===== src/rtl/ctrl_pkg.sv =====
// Shared definitions for the sequencer control unit: step encoding, opcodes,
// ALU codes and bus-select offsets above the register range.
package ctrl_pkg;

  typedef enum logic [1:0] {
    T0 = 2'd0,
    T1 = 2'd1,
    T2 = 2'd2,
    T3 = 2'd3
  } state_t;

  localparam logic [2:0] OP_MV   = 3'd0;
  localparam logic [2:0] OP_MVT  = 3'd1;
  localparam logic [2:0] OP_ADD  = 3'd2;
  localparam logic [2:0] OP_SUB  = 3'd3;
  localparam logic [2:0] OP_LD   = 3'd4;
  localparam logic [2:0] OP_ST   = 3'd5;
  localparam logic [2:0] OP_AND  = 3'd6;
  localparam logic [2:0] OP_RSVD = 3'd7;

  localparam logic [1:0] ALU_ADD = 2'b00;
  localparam logic [1:0] ALU_SUB = 2'b01;
  localparam logic [1:0] ALU_AND = 2'b10;

  // Non-register bus sources sit directly above the register codes: NREG + offset.
  localparam int SEL_G_OFS   = 0;
  localparam int SEL_D_OFS   = 1;
  localparam int SEL_DT_OFS  = 2;
  localparam int SEL_DIN_OFS = 3;

  function automatic logic [1:0] alu_code(input logic [2:0] op);
    case (op)
      OP_SUB:  return ALU_SUB;
      OP_AND:  return ALU_AND;
      default: return ALU_ADD;
    endcase
  endfunction

endpackage


===== src/rtl/reg_enable_decoder.sv =====
// Register write-enable decoder: turns a register index into a one-hot
// enable vector, all zero when the write enable is low.
module reg_enable_decoder #(
  parameter int NREG = 8,
  parameter int RW   = $clog2(NREG)
) (
  input  logic [RW-1:0]   addr,
  input  logic            en,
  output logic [NREG-1:0] onehot
);

  always_comb begin
    onehot = '0;
    if (en) onehot[addr] = 1'b1;
  end

endmodule


===== src/rtl/seq_control_unit.sv =====
// Multi-step instruction sequencer for a simple bus-based processor: steps
// T0..T3 and decodes IR into bus-select, register-write and ALU controls.
module seq_control_unit
  import ctrl_pkg::*;
#(
  parameter int DW   = 16,
  parameter int NREG = 8
) (
  input  logic                     clk,
  input  logic                     rst,
  input  logic                     run,
  input  logic [DW-1:0]            IR,
  input  logic                     mem_ready,
  output logic [$clog2(NREG)+1:0]  select,
  output logic [NREG-1:0]          Rin,
  output logic                     IRin,
  output logic                     Ain,
  output logic                     Gin,
  output logic                     ADDRin,
  output logic                     DOUTin,
  output logic                     W_D,
  output logic                     Done,
  output logic [1:0]               alu_op
);

  localparam int RW = $clog2(NREG);
  localparam int SW = RW + 2;

  localparam logic [SW-1:0] SEL_G   = SW'(NREG + SEL_G_OFS);
  localparam logic [SW-1:0] SEL_D   = SW'(NREG + SEL_D_OFS);
  localparam logic [SW-1:0] SEL_DT  = SW'(NREG + SEL_DT_OFS);
  localparam logic [SW-1:0] SEL_DIN = SW'(NREG + SEL_DIN_OFS);

  logic [2:0]    opcode;
  logic          imm;
  logic [RW-1:0] rx;
  logic [RW-1:0] ry;
  logic          unused_ir;

  assign opcode    = IR[DW-2:DW-4];
  assign imm       = IR[DW-5];
  assign rx        = IR[DW-6 -: RW];
  assign ry        = IR[RW-1:0];
  assign unused_ir = ^{IR[DW-1], IR[DW-6-RW:RW]};

  logic          is_alu;
  logic          is_short;
  logic [SW-1:0] sel_operand;

  assign is_alu      = (opcode == OP_ADD) || (opcode == OP_SUB) || (opcode == OP_AND);
  assign is_short    = (opcode == OP_MV) || (opcode == OP_MVT) || (opcode == OP_RSVD);
  assign sel_operand = imm ? SEL_D : SW'(ry);

  state_t state;

  // NOTE: sequential state is updated with non-blocking assignments only, so every
  // flop samples pre-edge values regardless of the order the statements appear in.
  always_ff @(posedge clk or posedge rst) begin
    if (rst) begin
      state <= T0;
    end else begin
      unique case (state)
        T0: if (run) state <= T1;
        T1: state <= is_short ? T0 : T2;
        T2: begin
          if (is_alu)                state <= T3;
          else if (opcode == OP_LD)  state <= mem_ready ? T3 : T2;
          else                       state <= T0;
        end
        T3: state <= T0;
      endcase
    end
  end

  logic wr_en;

  // NOTE: every combinational output gets a default before the case, so steps that
  // do not mention a strobe leave it at 0 and no latch can be inferred.
  always_comb begin
    select = '0;
    wr_en  = 1'b0;
    IRin   = 1'b0;
    Ain    = 1'b0;
    Gin    = 1'b0;
    ADDRin = 1'b0;
    DOUTin = 1'b0;
    W_D    = 1'b0;
    Done   = 1'b0;
    alu_op = ALU_ADD;
    unique case (state)
      T0: IRin = run;
      T1: begin
        case (opcode)
          OP_MV:  begin select = sel_operand; wr_en = 1'b1; Done = 1'b1; end
          OP_MVT: begin select = SEL_DT;      wr_en = 1'b1; Done = 1'b1; end
          OP_ADD, OP_SUB, OP_AND: begin select = SW'(rx); Ain = 1'b1; end
          OP_LD, OP_ST:           begin select = SW'(ry); ADDRin = 1'b1; end
          default: Done = 1'b1;
        endcase
      end
      T2: begin
        if (is_alu) begin
          select = sel_operand;
          Gin    = 1'b1;
          alu_op = alu_code(opcode);
        end else if (opcode == OP_ST) begin
          select = SW'(rx);
          DOUTin = 1'b1;
          W_D    = 1'b1;
          Done   = 1'b1;
        end
      end
      T3: begin
        // Load waits in T2 with no strobes; it only reaches here once data is valid.
        if (is_alu) begin
          select = SEL_G;
          wr_en  = 1'b1;
          Done   = 1'b1;
        end else if (opcode == OP_LD) begin
          select = SEL_DIN;
          wr_en  = 1'b1;
          Done   = 1'b1;
        end
      end
    endcase
  end

  reg_enable_decoder #(
    .NREG (NREG),
    .RW   (RW)
  ) u_rin_dec (
    .addr   (rx),
    .en     (wr_en),
    .onehot (Rin)
  );

endmodule


===== config.mk =====
export PLATFORM = sky130hd
export DESIGN_NAME = seq_control_unit
export DESIGN_NICKNAME = d
export VERILOG_FILES = /design/src/rtl/ctrl_pkg.sv /design/src/rtl/reg_enable_decoder.sv /design/src/rtl/seq_control_unit.sv
export SDC_FILE = /design/constraint.sdc
export NUM_CORES = 1
export LEC_CHECK = 0
export CORE_UTILIZATION = 35
export CTS_CLUSTER_DIAMETER = 40
export DETAILED_ROUTE_END_ITERATION = 8
export PLACE_DENSITY = 0.86
export RECOVER_POWER = 100
export SYNTH_ARGS = -nofsm -noshare
export SYNTH_HDL_FRONTEND = slang
export SYNTH_HIERARCHICAL = 1
export SYNTH_SLANG_ARGS = --single-unit

===== constraint.sdc =====
create_clock -name clk -period 1.75 [get_ports clk]
set_clock_uncertainty 0.05 [all_clocks]
set_input_delay 0.35 -clock clk [delete_from_list [all_inputs] [get_ports clk]]
set_output_delay 0.35 -clock clk [all_outputs]
set_load 0.02 [all_outputs]

==> summary.txt, run 1 <==
Pwr
  • Clock power frac: 0.078
  • Maximum VDD drop: 0.9070 mV
  • Switching Fraction: 0.4352
  • Leakage: around 0.63 nW
  • Int Pwr: 0.0008378 W
  • Net Sw Power: about 0.00065 W
  • Reg power frac: 0.077
  • PwrDens: 1106 mW/mm²
  • Tot Pwr: 0.001483 W
  • Comb power frac: 0.846

Synth
  • Synthesized area: slightly above 600 µm²
  • Mean Syn Cell Area: between 7 and 8 µm²
  • Synth area leaders: dfrtp_1 8.3%, buf_6 5.6%, nand2b_1 5.2%
  • Top cell type's share of synthesized area: 0.08282
  • Register bit total from synthesis: 2
  • Ys flop type: dfrtp_1
  • Post-synth EDFFs: 0
  • Cell taking the most area after synthesis: dfrtp_1
  • Mapped Nets: 99
  • Seq/Total Area, Yosys: 0.08282
  • Synth Warn #: 6
  • Syn Inst Count: slightly below 80
  • Yosys cell types: 42
  • Post-synth ARST share: 1.000

Floorplan
  • Die Ht: roughly 44 µm
  • Core area: 0.001559 mm²
  • DIE AREA: between 0.0015 and 0.002 mm²
  • Initial Util: 0.3876
  • Die width: 43.56 µm
  • Row count: 14
  • Ports: between 40 and 50

Worst setup path
  • Startpoint types: flip-flop
  • Critical-path cell list: buf_6 -> nand3b_1 -> o22ai_2 -> nand2_1 -> o211ai_1 -> buf_4
  • Arrival time at the worst endpoint: about 1.6 ns
  • RR Startpoint: state[0]$_DFFE_PP0P_
  • Worst endpoint required time: between 1 and 1.5 ns
  • R2r endpoint: state[1]$_DFFE_PP0P_
  • Kind of critical path: flip-flop to primary output
  • Worst Setup End Kind: primary output
  • Reg2Reg Setup Slack: 0.50 ns
  • Maximum fanout along the worst path: 4
  • CP startpoint: state[0]$_DFFE_PP0P_
  • Cell count of the worst reg-to-reg path: 4
  • Slowest-stage cell, CP: dfrtp_2
  • Crit-path max cell delay: about 0.42 ns
  • Worst setup endpoint: select[0]

GRT
  • GRT Overall Usage: 0.2982
  • First-pass GRT wire length: ~4100 µm
  • Vias in the first global route: 849
  • Largest net degree at the start of global routing: 10
  • Initial antenna violation count: 0
  • Total grt overflow: 0

Timing
  • Max Freq: between 500 and 600 MHz
  • Slew Limit Fails: 0
  • Final worst path period need: a little under 2 ns
  • Unrepaired setup endpoints after global routing: true
  • Setup violators final: 17
  • Ratio of final minimum period to clock period: 1.133
  • Setup slack after layout: -0.2326 ns
  • Final hold viol count: 0

Routing
  • Routed via count divided by cell count: around 5.8
  • DRT antenna net count: 0
  • Vias: 911
  • Drt drc: 4
  • Initial DRC count: 40
  • WL final: around 3000 µm
  • DR WL/cell: ~19 µm
  • Pre-antenna DRT Iters: 6

Clock tree
  • Clk Latency, worst-skew pair: 0.24 ns
  • Clock Tree Buf Depth: 2
  • Hold buffers post-CTS: 0
  • Clock root cell: clkbuf_4
  • Worst-path clk slew: around 0.030 ns
  • H-tree depth: 1
  • Num CTS Buffers: 3
  • Clock tree from TritonCTS: yes
  • CTS Sinks: 2

Job
  • Max Cap Violations: 0

Layout
  • NumNets Final: around 160
  • Commonest non-fill, non-tap cell in the layout: buf_4
  • Share of cells above drive strength 1: 0.6429
  • Layout area overhead: 121.9%
  • Largest Register: state
  • Ant diodes: 0
  • Final core utilization: 0.8604
  • Fillcell total: 83
  • Final cell count without fillers: 156
  • Max reg flops: 2
  • Most frequent cells in the layout: 27 x buf_4, 24 x buf_6, 6 x inv_1, 6 x clkdlybuf4s50_1
  • Leading registers by flop count: state: 2 flops

Place
  • Port bufs: 34
  • Final HPWL DP: 1725 µm
  • Pre-CTS setup slack: -1.021 ns
  • Placed insts: about 150
  • RePlAce Congestion: about 0.86

Status
  • Status: finished with violations
  • Failing checks: design-rule violations, negative setup slack

Worst hold path
  • Hold Path Class: input port to async pin
==> what timing repair did <==
action                     4_1_cts  5_1_grt
gates resized for setup        152       27
setup buffers                    5        3
setup endpoints to repair       21       20
pin swaps                       14        7
==> how the worst min path moves through the flow <==
| stage | end | startpoint | slack (ns) |
|---|---|---|---|
| floorplan | state[0]$_DFFE_PP0P_ | rst | 0.04 |
| global placement | state[0]$_DFFE_PP0P_ | rst | 0.45 |
| detailed placement | state[0]$_DFFE_PP0P_ | rst | 0.47 |
| CTS | state[1]$_DFFE_PP0P_ | rst | 0.24 |
| global route | state[0]$_DFFE_PP0P_ | rst | 0.36 |
| finish | state[1]$_DFFE_PP0P_ | rst | 0.36 |
==> power groups by stage <==
stage                     registers (W)  clock network [W]  logic (W)
after CTS                      0.000111           0.000103    0.00102
after floorplan               0.0000820                  0   0.000499
after global placement        0.0000918                  0   0.000811
after detailed placement      0.0000916                  0   0.000835
final                          0.000114           0.000115    0.00125
after global routing           0.000115           0.000121    0.00130
==> cell type report <==
cell class | instances | area (µm²) | share of cell area
Tap cell | 16 | 20.02 | 0.01493
Timing Repair Buffer | 66 | 606.8 | 0.4524
Inverter | 8 | 30.03 | 0.02239
Sequential cell | 2 | 52.55 | 0.03918
Multi-Input combinational cell | 61 | 609.3 | 0.4543
Clock buffer | 3 | 22.52 | 0.01679
==> metal layers <==
layer,up-vias,GRT usage,part of all wire
met5,-,0,0
met4,0,0.1750,0.033
met3,10,0.04583,0.065
met2,48,0.4866,0.50
met1,441,0.3678,0.40
li1,412,-,-
==> synthesized netlist by cell type, drive strengths merged, types with 3 or more instances <==
cell type / count
buf: 8
inv: 8
nor2: 7
nand2b: 6
nand2: 5
o21ai: 5
and4b: 3
and4bb: 3
==> critical path, delay by kind of cell, from the launching register on <==
family | cells | cell delay (ns)
and+or+nand+nor | 2 | 0.29
AOI/OAI and AO/OA | 2 | 0.33
DFF | 1 | 0.42
buffers and inverters | 2 | 0.31
==> kinds of logic after synthesis <==
family / count (synthesis) / synth area share
AOI/OAI and AO/OA: 24 / 0.3251
buffers and inverters: 16 / 0.1636
DFF: 2 / 0.08282
muxes: 2 / 0.03313
other: 1 / 0.006205
and+or+nand+nor: 34 / 0.3892
==> per-stage QoR <==
stage	setup TNS, ns	hold slack [ns]	cell area [µm²]
6_report	-2.925	0.3606	1341
3_3_place_gp	-16.73	0.4529	1091
3_5_place_dp	-17.89	0.4737	1091
5_1_grt	-3.307	0.3618	1341
2_1_floorplan	0	0.04118	619.3
4_1_cts	-2.868	0.2387	1232
No activity file was read; power rests on OpenSTA's default activity.
==> run 2: changes to the inputs <==
--- a/config.mk
+++ b/config.mk
@@ -8,6 +8,7 @@
 export CORE_UTILIZATION = 35
 export CTS_CLUSTER_DIAMETER = 40
 export DETAILED_ROUTE_END_ITERATION = 8
+export GPL_ROUTABILITY_DRIVEN = 1
 export PLACE_DENSITY = 0.86
 export RECOVER_POWER = 100
 export SYNTH_ARGS = -nofsm -noshare
==> results of run 2 <==
Same layout as run 1: the final DEF is identical, and so are final timing and power.
